**src/rtl/goertzel_tone_detect_pkg.sv**
```systemverilog
// goertzel_tone_detect_pkg: detector FSM state encoding and default thresholds
package goertzel_tone_detect_pkg;
  typedef enum logic [1:0] {
    ST_ABSENT   = 2'd0,
    ST_PEND_ON  = 2'd1,
    ST_PRESENT  = 2'd2,
    ST_PEND_OFF = 2'd3
  } tone_state_e;
  localparam logic [15:0] DEF_THRESH_ON  = 16'd800;
  localparam logic [15:0] DEF_THRESH_OFF = 16'd400;
endpackage

```
**src/rtl/goertzel_tone_detect_ema.sv**
```systemverilog
// mag_ema: shift-based exponential moving average of the magnitude stream
module mag_ema #(
  parameter int M_W      = 16,
  parameter int ALPHA_SH = 2
) (
  input  logic           i_sys_clk,
  input  logic           i_rst,
  input  logic [M_W-1:0] i_mag_in,
  input  logic           i_mag_rdy,
  output logic [M_W-1:0] o_mag_avg,
  output logic           o_avg_valid
);
  logic                  r_seeded;
  logic signed [M_W:0]   w_d;
  logic        [M_W-1:0] w_next;
  assign w_d = $signed({1'b0, i_mag_in}) - $signed({1'b0, o_mag_avg});
  // The floored step keeps the true sum inside [0, 2^M_W-1], so modulo-M_W addition is exact
  assign w_next = o_mag_avg + M_W'(w_d >>> ALPHA_SH);
  always_ff @(posedge i_sys_clk)
    if (i_rst) begin
      o_mag_avg   <= '0;
      o_avg_valid <= 1'b0;
      r_seeded    <= 1'b0;
    end else begin
      o_avg_valid <= i_mag_rdy;
      if (i_mag_rdy) begin
        o_mag_avg <= r_seeded ? w_next : i_mag_in;
        r_seeded  <= 1'b1;
      end
    end
endmodule

```
**src/rtl/goertzel_tone_detect.sv**
```systemverilog
// goertzel_tone_detect: EMA-smoothed hysteresis/debounce tone detector; TONE_DETECT_PEAK_EN adds o_mag_peak
module goertzel_tone_detect
  import goertzel_tone_detect_pkg::*;
#(
  parameter int M_W        = 16,
  parameter int ALPHA_SH   = 2,
  parameter int ON_FRAMES  = 3,
  parameter int OFF_FRAMES = 3,
  parameter int CNT_W      = 4
) (
  input  logic           i_sys_clk,
  input  logic           i_rst,
  input  logic [M_W-1:0] i_mag_in,
  input  logic           i_mag_rdy,
  input  logic [M_W-1:0] i_thresh_on,
  input  logic [M_W-1:0] i_thresh_off,
  output logic [M_W-1:0] o_mag_avg,
  output logic           o_avg_valid,
  output logic           o_tone_present,
  output logic           o_tone_rise,
  output logic           o_tone_fall
`ifdef TONE_DETECT_PEAK_EN
  ,
  output logic [M_W-1:0] o_mag_peak
`endif
);
  tone_state_e      r_state;
  logic [CNT_W-1:0] r_cnt;
  logic             r_rise, r_fall;
  logic [M_W-1:0]   w_eff_off;
  logic             w_above, w_below, w_to_present, w_to_absent;
  mag_ema #(.M_W(M_W), .ALPHA_SH(ALPHA_SH)) u_ema (
    .i_sys_clk  (i_sys_clk),
    .i_rst      (i_rst),
    .i_mag_in   (i_mag_in),
    .i_mag_rdy  (i_mag_rdy),
    .o_mag_avg  (o_mag_avg),
    .o_avg_valid(o_avg_valid)
  );
  // An inverted threshold pair collapses to a single threshold at i_thresh_on
  assign w_eff_off = (i_thresh_off < i_thresh_on) ? i_thresh_off : i_thresh_on;
  assign w_above   = o_mag_avg >= i_thresh_on;
  assign w_below   = o_mag_avg < w_eff_off;
  assign w_to_present = o_avg_valid && w_above &&
                        ((r_state == ST_ABSENT && ON_FRAMES == 1) ||
                         (r_state == ST_PEND_ON && r_cnt == CNT_W'(ON_FRAMES - 1)));
  assign w_to_absent  = o_avg_valid && w_below &&
                        ((r_state == ST_PRESENT && OFF_FRAMES == 1) ||
                         (r_state == ST_PEND_OFF && r_cnt == CNT_W'(OFF_FRAMES - 1)));
  always_ff @(posedge i_sys_clk)
    if (i_rst) begin
      r_state <= ST_ABSENT;
      r_cnt   <= '0;
      r_rise  <= 1'b0;
      r_fall  <= 1'b0;
    end else begin
      r_rise <= w_to_present;
      r_fall <= w_to_absent;
      if (o_avg_valid)
        case (r_state)
          ST_ABSENT: begin
            r_cnt   <= w_above ? CNT_W'(1) : '0;
            r_state <= w_to_present ? ST_PRESENT : w_above ? ST_PEND_ON : ST_ABSENT;
          end
          ST_PEND_ON: begin
            r_cnt   <= (w_above && !w_to_present) ? r_cnt + 1'b1 : '0;
            r_state <= w_to_present ? ST_PRESENT : w_above ? ST_PEND_ON : ST_ABSENT;
          end
          ST_PRESENT: begin
            r_cnt   <= w_below ? CNT_W'(1) : '0;
            r_state <= w_to_absent ? ST_ABSENT : w_below ? ST_PEND_OFF : ST_PRESENT;
          end
          default: begin
            r_cnt   <= (w_below && !w_to_absent) ? r_cnt + 1'b1 : '0;
            r_state <= w_to_absent ? ST_ABSENT : w_below ? ST_PEND_OFF : ST_PRESENT;
          end
        endcase
    end
  assign o_tone_present = (r_state == ST_PRESENT) || (r_state == ST_PEND_OFF);
  assign o_tone_rise    = r_rise;
  assign o_tone_fall    = r_fall;
`ifdef TONE_DETECT_PEAK_EN
  // Peak restarts at each new tone burst
  always_ff @(posedge i_sys_clk)
    if (i_rst || w_to_present) o_mag_peak <= '0;
    else if (o_avg_valid && o_mag_avg > o_mag_peak) o_mag_peak <= o_mag_avg;
`endif
endmodule
```
**config.mk**
```make
export PLATFORM = sky130hd
export DESIGN_NAME = goertzel_tone_detect
export DESIGN_NICKNAME = d
export VERILOG_FILES = /design/src/rtl/goertzel_tone_detect_pkg.sv /design/src/rtl/goertzel_tone_detect_ema.sv /design/src/rtl/goertzel_tone_detect.sv
export SDC_FILE = /design/constraint.sdc
export NUM_CORES = 1
export LEC_CHECK = 0
export CAP_MARGIN = 20
export CORE_MARGIN = 2
export CORE_UTILIZATION = 50
export DETAILED_ROUTE_END_ITERATION = 8
export PLACE_DENSITY = 0.77
export RECOVER_POWER = 100
export SLEW_MARGIN = 40
export SYNTH_ARGS = -nofsm -noshare
export SYNTH_HDL_FRONTEND = slang
export SYNTH_SLANG_ARGS = --single-unit
```
**constraint.sdc**
```tcl
create_clock -name i_sys_clk -period 7.2 [get_ports i_sys_clk]
set_input_delay 1.08 -clock i_sys_clk [delete_from_list [all_inputs] [get_ports i_sys_clk]]
set_output_delay 1.08 -clock i_sys_clk [all_outputs]
set_load 0.01 [all_outputs]
```
-- Yosys cells after proc, flatten, opt, wreduce, memory -nomap -nowiden
Index checks and enable logic that the tools add are counted.
- word-level logic and storage cells: 42
- input bits: 51
- bits in registers: 26
- output and inout port bits: 20
- equal/unequal tests: 4
- muxes and demuxes: 12
- reductions and logical operators: 13
- add/subtract/negate cells: 3
- order comparisons: 3
- operators by type and width (operator ; count):
    less-than comparator 16 bit ; 2
    2-to-1 mux 16 bit ; 2
    subtractor 16 x 16 -> 17 bit ; 1
    adder 16 bit ; 1
    >= comparator 16 bit ; 1
    one-hot mux 4 bit (3 select lines) ; 1
    logical AND 1 bit ; 8
    2-to-1 mux 4 bit ; 2
    2-to-1 mux 2 bit ; 3
    adder 4 x 1 -> 4 bit (second input constant) ; 1
    == test 2 bit (second input constant) ; 2
    == test 4 x 2 -> 1 bit (second input constant) ; 1
    2-to-1 mux 1 bit ; 4
    == test 2 x 1 -> 1 bit (second input constant) ; 1
    zero test 1 bit ; 2
    zero test 2 bit ; 1
    OR reduction 2 bit ; 1
    logical OR 1 bit ; 1

-- Logic depth before layout (Yosys ltp)
Gate-level depths: netlist of the first run.
- depth in word-level cells: 9
- mapped depth: 19
- mapped depth without buffers: 19

-- Modules after synthesis
A second synthesis of the first run with hierarchy kept.
- cell total of the unflattened synthesis: 459
- area, all modules: 3796.1 µm²
- by module, submodules not included (module ; cells an instance ; seq. area each (µm²) ; area an instance (µm²) ; instances):
    mag_ema ; 263 ; 360.3 ; 2129.5 ; 1
    goertzel_tone_detect ; 196 ; 160.2 ; 1666.6 ; 1

-- Worst setup path after synthesis of the first run
Ideal clock, no wire load.
- kind: input to register
- from: input i_thresh_on[13]
- to: register r_state[1]
- data required time: 7.084 ns
- slack: 2.779 ns
- cell stages on the path: 16
- buffers on the path: 2
- setup time: 0.116 ns
- data arrival time: 4.306 ns
- cells stage by stage: inv_1 > ha_1 > a21o_1 > a21o_1 > a221o_1 > or2_0 > buf_6 > buf_2 > mux2i_1 > ha_1 > a211o_1 > o21ai_0 > o221ai_1 > a211oi_4 > nand3_1 > a31o_1
- longest elaborated chain between the ends: 7
- elaborated cells on any way between the ends: 11
- those cells by class: order compare: 3; mux: 4; reduce/logical: 4
- RTL lines (what ; RTL line ; RTL):
    start: declaration ; goertzel_tone_detect.sv:15 ; input logic [M_W-1:0] i_thresh_on,
    less-than comparator 16 bit ; goertzel_tone_detect.sv:41 ; assign w_eff_off = (i_thresh_off < i_thresh_on) ? i_thresh_off : i_thresh_on;
    2-to-1 mux 16 bit ; goertzel_tone_detect.sv:41 ;
    less-than comparator 16 bit ; goertzel_tone_detect.sv:43 ; assign w_below = o_mag_avg < w_eff_off;
    logical AND 1 bit (2 in a row) ; goertzel_tone_detect.sv:47 ; assign w_to_absent = o_avg_valid && w_below &&
    2-to-1 mux 2 bit ; goertzel_tone_detect.sv:71, goertzel_tone_detect.sv:75 ;
    2-to-1 mux 2 bit * ; -- ;
    end signal: assignment ; goertzel_tone_detect.sv:67 ; r_state <= w_to_present ? ST_PRESENT : w_above ? ST_PEND_ON : ST_ABSENT;
    end signal: assignment ; goertzel_tone_detect.sv:71 ; r_state <= w_to_absent ? ST_ABSENT : w_below ? ST_PEND_OFF : ST_PRESENT;
    end signal: assignment ; goertzel_tone_detect.sv:75 ; r_state <= w_to_absent ? ST_ABSENT : w_below ? ST_PEND_OFF : ST_PRESENT;
    end: declaration ; goertzel_tone_detect.sv:27 ; tone_state_e r_state;
Every way passes the cells marked *; elsewhere a longest branch is shown, timed or not.
A chain may end at the register's enable or synchronous reset.

-- Worst setup path in the final report of the first run
- from: input i_thresh_on[6]
- to: register r_cnt[2]
- longest elaborated chain between the ends: 9
- elaborated cells on any way between the ends: 15
- those cells by class: order compare: 3; mux: 4; reduce/logical: 8
- RTL lines (what ; RTL line ; RTL):
    less-than comparator 16 bit ; goertzel_tone_detect.sv:41 ;
    2-to-1 mux 16 bit ; goertzel_tone_detect.sv:41 ;
    less-than comparator 16 bit ; goertzel_tone_detect.sv:43 ;
    logical AND 1 bit (2 in a row) ; goertzel_tone_detect.sv:47 ;
    zero test 1 bit ; goertzel_tone_detect.sv:74 ; r_cnt <= (w_below && !w_to_absent) ? r_cnt + 1'b1 : '0;
    logical AND 1 bit ; goertzel_tone_detect.sv:74 ;
    2-to-1 mux 4 bit ; goertzel_tone_detect.sv:74 ;
    one-hot mux 4 bit (3 select lines) * ; goertzel_tone_detect.sv:60 ; case (r_state)
    end signal: assignment ; goertzel_tone_detect.sv:62 ; r_cnt <= w_above ? CNT_W'(1) : '0;
    end signal: assignment ; goertzel_tone_detect.sv:66 ; r_cnt <= (w_above && !w_to_present) ? r_cnt + 1'b1 : '0;
    end signal: assignment ; goertzel_tone_detect.sv:74 ;
    end: declaration ; goertzel_tone_detect.sv:28 ; logic [CNT_W-1:0] r_cnt;
Marked as above.

==> results.md, run 1 <==
| Stage | Metric | Value |
|:---|:---|:---|
| status | Status | finished, final reports clean |
| placed design | Placed standard-cell area | 0.00449 mm2 |
| critical path | Max stage delay on crit path | 0.61 ns |
| detailed routing | Routed WL per cell | 14.6 um |
| cells and area | Non-Filler Cell Area, Final | 0.00449 mm2 |
| run | Number of maximum-capacitance violations | 0 |
| cells and area | Share of final-layout standard cells stronger than drive strength 1 | 2.46% |
| critical path | Arrival time of the worst setup path | 5.96 ns |
| timing | Relative slew slack | 11.1% |
| worst hold path | Type of the tightest min-delay check | register to register |
| critical path | Category of cells accounting for the largest share of critical-path delay | compound AO/OA/AOI/OAI gates |
| timing | Portion of the clock cycle consumed by the worst path in the final layout | 80.2% |
| synthesis | Cell Area, Synth | 0.00371 mm2 |
| placed design | Port-buffer cells | 70 |
| detailed routing | Via-to-Cell Ratio | 5.63 |
| detailed routing | Initial DRC count | 112 |
| global route | Number of global-route vias before repair | 3,513 |
| timing | Final Setup Violations | 0 |
| detailed routing | DR pass1 iterations | 4 |
| cts | CTS root buf | sky130_fd_sc_hd__clkbuf_8 |
| synthesis | Most used DFF post-synth | sky130_fd_sc_hd__dfxtp_1 |
| cts | Clock slew at the register clock pins of the worst setup and hold paths | 0.08 ns |
| synthesis | Largest area contributor in the netlist | sky130_fd_sc_hd__ha_1 |
| critical path | CP Class | input port to register |
| timing | Fmax achieved | 173 MHz |
| floorplan | Die Outline Area | 0.00812 mm2 |
| timing | Count of endpoints failing hold in the final timing report | 0 |
| detailed routing | Via Count | 3,538 |
| critical path | Critical Path Source Type | input port |
| pwr | Worst vdd ir | 0.0953 mV |
| floorplan | Die width | 90.1 um |
| cts | Clock sink count | 26 |
| pwr | Comb pwr share | 67.5% |
| floorplan | Die H | 90.1 um |
| timing | Maximum clock skew at final layout | 0.00761 ns |
| global route | Global router's overall resource usage | 22.8% |
| pwr | Static power due to leakage | 2.11 nW |
| global route | Global-route congestion overflow total | 0 |
| synthesis | Syn Nets | 596 |
| critical path | Most frequent CP cell | sky130_fd_sc_hd__a21oi_1 |
| cells and area | P&R area growth vs syn | 21.1% |
| cells and area | Number of standard cells in the final layout excluding fillers | 628 |
| cells and area | Area of the multi-input gates | 0.00293 mm2 |
| cells and area | Fin nets | 661 |
| global route | Maximum number of pins on one net before global-route repair | 36 |
| critical path | Total buffers and inverters traversed by the critical path | 3 |
| worst hold path | Hold path startpoint | r_state[0] |
| global route | Initial antenna violation count | 0 |
| timing | Max-slew violation count | 0 |
| cts | CTS Buf Count | 3 |
| cts | Insertion delay to the later sink of the worst-skew pair | 0.26 ns |
| synthesis | Most common library cells after synthesis | 78 x sky130_fd_sc_hd__ha_1, 45 x sky130_fd_sc_hd__nor2_1, 44 x sky130_fd_sc_hd__inv_1, 32 x sky130_fd_sc_hd__a21oi_1, 30 x sky130_fd_sc_hd__mux2i_1 |
| cells and area | Final antenna diode count | 0 |
| floorplan | Rows | 31 |
| synthesis | Flops & latches, synth | 26 |
| synthesis | Top area cells in the synthesized netlist | sky130_fd_sc_hd__ha_1 26%, sky130_fd_sc_hd__dfxtp_1 14%, sky130_fd_sc_hd__mux2i_1 8.1% |
| floorplan | I/O pin count | 71 |
| cts | Number of resized instances in the post-cts repair step | 0 |
| synthesis | Synth top area share | 26.3% |
| pwr | Int Pwr | 467 uW |
| synthesis | Number of synthesized flops with an enable pin | 0 |
| critical path | Startpoint of the worst-slack reg-to-reg timing path | u_ema.o_mag_avg[1] |
| placed design | Post-DP HPWL | 7720 um |
| floorplan | Starting density of the core | 51.4% |
| placed design | Placer Congestion | 0.978 |
| critical path | Startpoint of the worst setup timing path | i_thresh_on[6] |
| timing | Sum Neg Setup Slack | 0 ns |
| global route | Wire length of the first global-routing pass | 15,900 um |
| detailed routing | Residual antenna-violating net count after detailed routing | 0 |
| critical path | Critical Path, Cell by Cell | dlygate4sd3_1 -> inv_1 -> ha_1 -> nand3_1 -> a21boi_0 -> o21bai_1 -> a21oi_1 -> or2_0 -> clkbuf_1 -> mux2i_1 -> ha_1 -> a21o_1 -> a21oi_1 -> o21ai_0 -> a21oi_1 -> o221ai_1 -> a211oi_1 -> o21ai_0 -> a211oi_1 |
| cts | Hold buffers post-CTS | 0 |
| detailed routing | Total wire length | 9150 um |
| pwr | PD cells | 183 mW/mm2 |
| placed design | Placed cell count | 625 |
| cts | Post-CTS setup-driven buffer insertion count | 0 |
| synthesis | Cells after Synth | 466 |
| cells and area | Area taken by flip-flops and latches | 520 um2 |
| critical path | Crit Path Max Fanout | 10 |
| synthesis | Syn avg cell area | 7.96 um2 |
| synthesis | Total of warnings raised by yosys | 0 |
| synthesis | Leading cell type by number of instances after synthesis | sky130_fd_sc_hd__ha_1 |
| critical path | Worst endpoint required time | 7.38 ns |
| timing | Final period demand of the worst path | 5.78 ns |
| critical path | CP Capture Type | register |
| synthesis | Register area share after synthesis | 14.0% |
| pwr | Part of the power in registers | 23.1% |
| pwr | Net Switching | 357 uW |
| timing | Slew of the pin with the lowest slew margin | 1.33 ns |
| synthesis | Fraction of registers with async set/reset | 0% |
| timing | Setup repair after global routing missed its margin | false |
| synthesis | Distinct cell type count of the synthesized netlist | 56 |
| cts | H-Tree Level Count | 1 |
| detailed routing | DRC violation count after routing | 0 |
| cells and area | Number of fill cells in the layout | 660 |
| floorplan | Std-Cell Core Area | 0.00721 mm2 |
| pwr | Relative contribution of the clock network to total power | 9.5% |
| cts | Buffers from clock root to sink, at most | 2 |
| critical path | Critical-path cell with the highest stage delay | sky130_fd_sc_hd__clkbuf_1 |
| pwr | Share of total power consumed by net switching | 43.3% |
| cts | TritonCTS clock tree | yes |
[final cells by class]
| type | count | share of cell area (%) |
|---|---|---|
| Timing Repair Buffer | 73 | 15.8 |
| Inverter | 44 | 3.68 |
| Tap cell | 99 | 2.76 |
| Multi-Input combinational cell | 383 | 65.2 |
| Clock buffer | 3 | 0.919 |
| Sequential cell | 26 | 11.6 |
[routing by layer]
| layer | vias up | global-route usage (%) | part of all wire (%) | routed length, um |
|---|---|---|---|---|
| met1 | 1632 | 30.2 | 47 | 4280 |
| met3 | 4 | 2.68 | 4.5 | 414 |
| li1 | 1823 | - | - | - |
| met2 | 79 | 40.6 | 48 | 4410 |
| met4 | 0 | 3.33 | 0.50 | 46 |
| met5 | - | 0 | 0 | 0 |
[sequential cells by signal, indices dropped and copies added (netlist names)]
signal and count:
u_ema.o_avg_valid 1, r_state 2, o_tone_rise 1, u_ema.r_seeded 1
o_tone_fall 1, r_cnt 4, u_ema.o_mag_avg 16
[logic make-up (layout without fill, tap and decap cells)]
logic type | count (synthesis) | after routing | share of synthesized area, %
AND/OR/NAND/NOR | 130 | 130 | 17.3
adder cells (fa/ha/maj) | 79 | 79 | 26.9
XOR/XNOR | 21 | 21 | 4.96
buffers and inverters | 57 | 120 | 6.01
AO/OA/AOI/OAI | 123 | 123 | 22.7
multiplexers | 30 | 30 | 8.10
flip-flops | 26 | 26 | 14.0
[tightest hold or removal path: stages (launching register included)]
cell and delay, ns:
sky130_fd_sc_hd__dfxtp_1 0.35, sky130_fd_sc_hd__nand2b_1 0.08, sky130_fd_sc_hd__a21oi_1 0.05
[stage by stage]
step	utilization [%]	worst slack (ns)	total power, mW	hold slack, ns
2_1_floorplan	-	2.78	0.602	0.477
3_3_place_gp	62.3	1.88	0.737	0.497
3_5_place_dp	62.3	1.81	0.754	0.507
4_1_cts	62.9	2.07	0.834	0.518
5_1_grt	62.3	0.995	0.908	0.546
6_report	62.3	1.42	0.823	0.517
[placed cells by master (no fill, tap or decap), drive strengths merged, types with 3 or more instances in the layout]
master and count:
ha 78, nor2 45, clkdlybuf4s50 45, inv 44, a21oi 32, mux2i 30
dfxtp 26, o21ai 24, dlygate4sd3 24, nand2 21, a211oi 18, xnor2 16
a21o 14, nand3 11, nor2b 10, a31oi 8, nor3 7, nand4 6
nand2b 6, o21a 5, xor2 5, or2 5, clkbuf 5, nor3b 3
or3 3, and3 3, and2 3, nor4 3
[worst paths after layout]
check	endpoint	slack [ns]	cells past startpoint
setup / recovery	r_cnt[2]	1.42	19
hold / removal	r_state[0]	0.52	2
setup reg to reg	u_ema.o_mag_avg[15]	2.43	16
hold reg to reg	r_state[0]	0.52	2
[power groups by stage]
stage | logic, mW | clock network (mW) | registers (mW)
floorplan | 0.416 | 0 | 0.186
finish | 0.556 | 0.0780 | 0.190
global placement | 0.544 | 0 | 0.193
global route | 0.630 | 0.0849 | 0.193
detailed placement | 0.561 | 0 | 0.194
CTS | 0.564 | 0.0797 | 0.190
No activity file was read; power rests on OpenSTA's default activity.
==> run 2: changes to the inputs <==
==> constraint.sdc (replaced) <==
create_clock -name i_sys_clk -period 5.85 [get_ports i_sys_clk]
set_input_delay 0.8775 -clock i_sys_clk [delete_from_list [all_inputs] [get_ports i_sys_clk]]
set_output_delay 0.8775 -clock i_sys_clk [all_outputs]
set_load 0.01 [all_outputs]
==> run 2 against run 1 <==
Die area is the same. Setup slack worse by 0.89 ns. Via count fell by 0.40%. Total power up 29%. Utilization grew 0.55 points. First-iteration DRC count rose by 13%. Count of clock-buffer cells in the layout unchanged. Critical path depth fell by 1. Register-to-register slack got worse by 1.1 ns. Cell count is the same. Largest cell class unchanged.
==> results.md, run 2 (same netlist as run 1, synthesis figures left out) <==
| Stage | Metric | Value | Delta |
|:---|:---|:---|:---|
| detailed routing | Via Count | 3,524 | -0.40% |
| floorplan | Rows | 31 | unchanged |
| timing | Portion of the clock cycle consumed by the worst path in the final layout | 90.9% |  |
| critical path | Startpoint of the worst setup timing path | i_thresh_on[6] |  |
| placed design | Placer Congestion | 0.992 | +1.5% |
| cts | Buffers from clock root to sink, at most | 2 | unchanged |
| cts | Clock sink count | 26 | unchanged |
| critical path | Crit Path Max Fanout | 9 | -1 |
| critical path | Critical Path Source Type | input port |  |
| critical path | CP Capture Type | register |  |
| global route | Global-route congestion overflow total | 0 | unchanged |
| worst hold path | Hold path startpoint | r_state[0] |  |
| placed design | Setup slack after placement | 0.532 ns | -1.28 ns |
| detailed routing | Total wire length | 9050 um | -1.1% |
| timing | Fmax achieved | 188 MHz |  |
| cts | Hold buffers post-CTS | 0 | unchanged |
| cells and area | Commonest non-fill, non-tap cell in the layout | sky130_fd_sc_hd__ha_1 |  |
| timing | Final Setup Violations | 0 | unchanged |
| pwr | Static power due to leakage | 2.12 nW | +0.60% |
| cts | Clock slew at the register clock pins of the worst setup and hold paths | 0.09 ns | about the same |
| cts | CTS Buf Count | 3 | unchanged |
| timing | Max-slew violation count | 0 | unchanged |
| cells and area | P&R area growth vs syn | 22.2% |  |
| timing | Setup repair after global routing missed its margin | false |  |
| cts | TritonCTS clock tree | yes |  |
| global route | Wire length of the first global-routing pass | 15,500 um | -2.0% |
| floorplan | I/O pin count | 71 | unchanged |
| floorplan | Std-Cell Core Area | 0.00721 mm2 | unchanged |
| timing | Maximum clock skew at final layout | 0.00720 ns | -0.000405 ns |
| cts | Post-CTS setup-driven buffer insertion count | 0 | unchanged |
| global route | Number of global-route vias before repair | 3,429 | -2.4% |
| detailed routing | DR pass1 iterations | 4 | unchanged |
| critical path | Worst endpoint required time | 6.00 ns | -1.38 ns |
| critical path | CP Class | input port to register |  |
| detailed routing | Via-to-Cell Ratio | 5.61 | -0.40% |
| critical path | Critical Path, Cell by Cell | dlygate4sd3_1 -> inv_1 -> ha_1 -> nand3_1 -> a21boi_0 -> o21bai_1 -> a21oi_1 -> or2_0 -> buf_4 -> mux2i_1 -> ha_1 -> nand4_1 -> nor4_1 -> o21ai_0 -> nor4_1 -> a211oi_4 -> o21ai_0 -> o32ai_1 |  |
| cts | CTS root buf | sky130_fd_sc_hd__clkbuf_8 |  |
| global route | Maximum number of pins on one net before global-route repair | 36 | unchanged |
| detailed routing | Initial DRC count | 126 | +13% |
| placed design | Port-buffer cells | 70 | unchanged |
| cells and area | Flip-flop count of the largest register, all copies and words added | 16 | unchanged |
| detailed routing | Routed WL per cell | 14.4 um | -1.1% |
| pwr | PD cells | 235 mW/mm2 | +28% |
| cells and area | Fin nets | 660 | -0.15% |
| timing | Sum Neg Setup Slack | 0 ns | unchanged |
| cts | H-Tree Level Count | 1 | unchanged |
| cts | Number of resized instances in the post-cts repair step | 0 | unchanged |
| pwr | Worst vdd ir | 0.109 mV | +14% |
| critical path | Arrival time of the worst setup path | 5.47 ns | -0.49 ns |
| timing | Worst Setup Slack, final | 0.533 ns | -0.890 ns |
| timing | Relative slew slack | 11.6% | +0.41 points |
| cells and area | Most frequent cells in the layout | 78 x sky130_fd_sc_hd__ha_1, 45 x sky130_fd_sc_hd__nor2_1, 45 x sky130_fd_sc_hd__clkdlybuf4s50_1, 44 x sky130_fd_sc_hd__inv_1, 32 x sky130_fd_sc_hd__a21oi_1 |  |
| timing | Count of endpoints failing hold in the final timing report | 0 | unchanged |
| critical path | Max stage delay on crit path | 0.61 ns | about the same |
| cells and area | Final antenna diode count | 0 | unchanged |
| floorplan | Die width | 90.1 um | unchanged |
| floorplan | Starting density of the core | 51.4% | unchanged |
| worst hold path | Type of the tightest min-delay check | register to register |  |
| cells and area | Share of final-layout standard cells stronger than drive strength 1 | 3.02% | +0.57 points |
| cells and area | Largest registers | u_ema.o_mag_avg x16, r_cnt x4, r_state x2 |  |
| critical path | Critical-path cell with the highest stage delay | sky130_fd_sc_hd__or2_0 |  |
| floorplan | Die Outline Area | 0.00812 mm2 | unchanged |
| detailed routing | DRC violation count after routing | 0 | unchanged |
| global route | Initial antenna violation count | 0 | unchanged |
| pwr | Final Total Pwr | 1.06 mW | +29% |
| cts | Insertion delay to the later sink of the worst-skew pair | 0.27 ns | about the same |
| timing | Slew of the pin with the lowest slew margin | 1.33 ns | -0.00620 ns |
| global route | Global router's overall resource usage | 22.4% | -0.41 points |
| detailed routing | Residual antenna-violating net count after detailed routing | 0 | unchanged |
| cells and area | Number of fill cells in the layout | 636 | -3.6% |
| floorplan | Die H | 90.1 um | unchanged |
| cells and area | Largest reg by FF count | u_ema.o_mag_avg |  |
| placed design | Post-DP HPWL | 7800 um | +0.98% |
| critical path | Startpoint of the worst-slack reg-to-reg timing path | u_ema.o_mag_avg[1] |  |
| run | Number of maximum-capacitance violations | 0 | unchanged |
| timing | Final period demand of the worst path | 5.32 ns |  |
| status | Status | finished, final reports clean |  |
run 2: cell count changes in the layout (fill, tap and decap cells not counted):
cell and delta:
sky130_fd_sc_hd__a211oi_1 -1, sky130_fd_sc_hd__a211oi_4 +1, sky130_fd_sc_hd__bufinv_16 +1, sky130_fd_sc_hd__clkbuf_1 -1, sky130_fd_sc_hd__dfxtp_1 -1, sky130_fd_sc_hd__dfxtp_2 +1
run 2: path summary, 6_finish.rpt:
check,endpoint,slack (ns),cells after the start
min reg2reg,r_state[0],0.52,2
max,r_cnt[1],0.53,18
max reg2reg,u_ema.o_mag_avg[15],1.30,16
min,r_state[0],0.52,2
run 2: layout make-up:
| cell class | count | area (um2) | share of cell area (%) |
|---|---|---|---|
| tap | 99 | 124 | 2.73 |
| sequential | 26 | 522 | 11.5 |
| timing repair buffer | 72 | 707 | 15.6 |
| clock buffer | 3 | 41.3 | 0.911 |
| clock inverter | 1 | 30.0 | 0.663 |
| inverter | 44 | 165 | 3.64 |
| multi-input combinational | 383 | 2940 | 64.9 |
run 2: worst max-delay path: cells and delay by family:
kind / cells / cell delay (ns)
fa+ha+maj: 2 / 0.63
mux: 1 / 0.11
simple gates: 5 / 1.64
compound gates: 7 / 1.22
buf+inv: 3 / 0.99
run 2: layer usage:
metal / track usage, % / vias to the layer above / share of wire [%]
li1: - / 1820 / -
met1: 29.6 / 1617 / 47
met2: 38.8 / 72 / 47
met3: 2.68 / 15 / 4.1
met4: 5.64 / 0 / 1.8
met5: 0 / - / 0
run 2: through the flow:
stage	hold WS (ns)	instances	util [%]	area (um2)
after floorplan	0.477	466	-	3710
after global routing	0.561	628	62.8	4530
after global placement	0.502	624	62.2	4490
after detailed placement	0.509	624	62.2	4490
after CTS	0.524	628	63.2	4560
final	0.521	628	62.8	4530
run 2: power by group:
group	internal (mW)	total (mW)	switching, mW	leakage [nW]
logic	0.334	0.680	0.346	1.87
registers	0.195	0.237	0.0419	0.214
clock network	0.0916	0.147	0.0549	0.0357
total	0.621	1.06	0.443	2.12
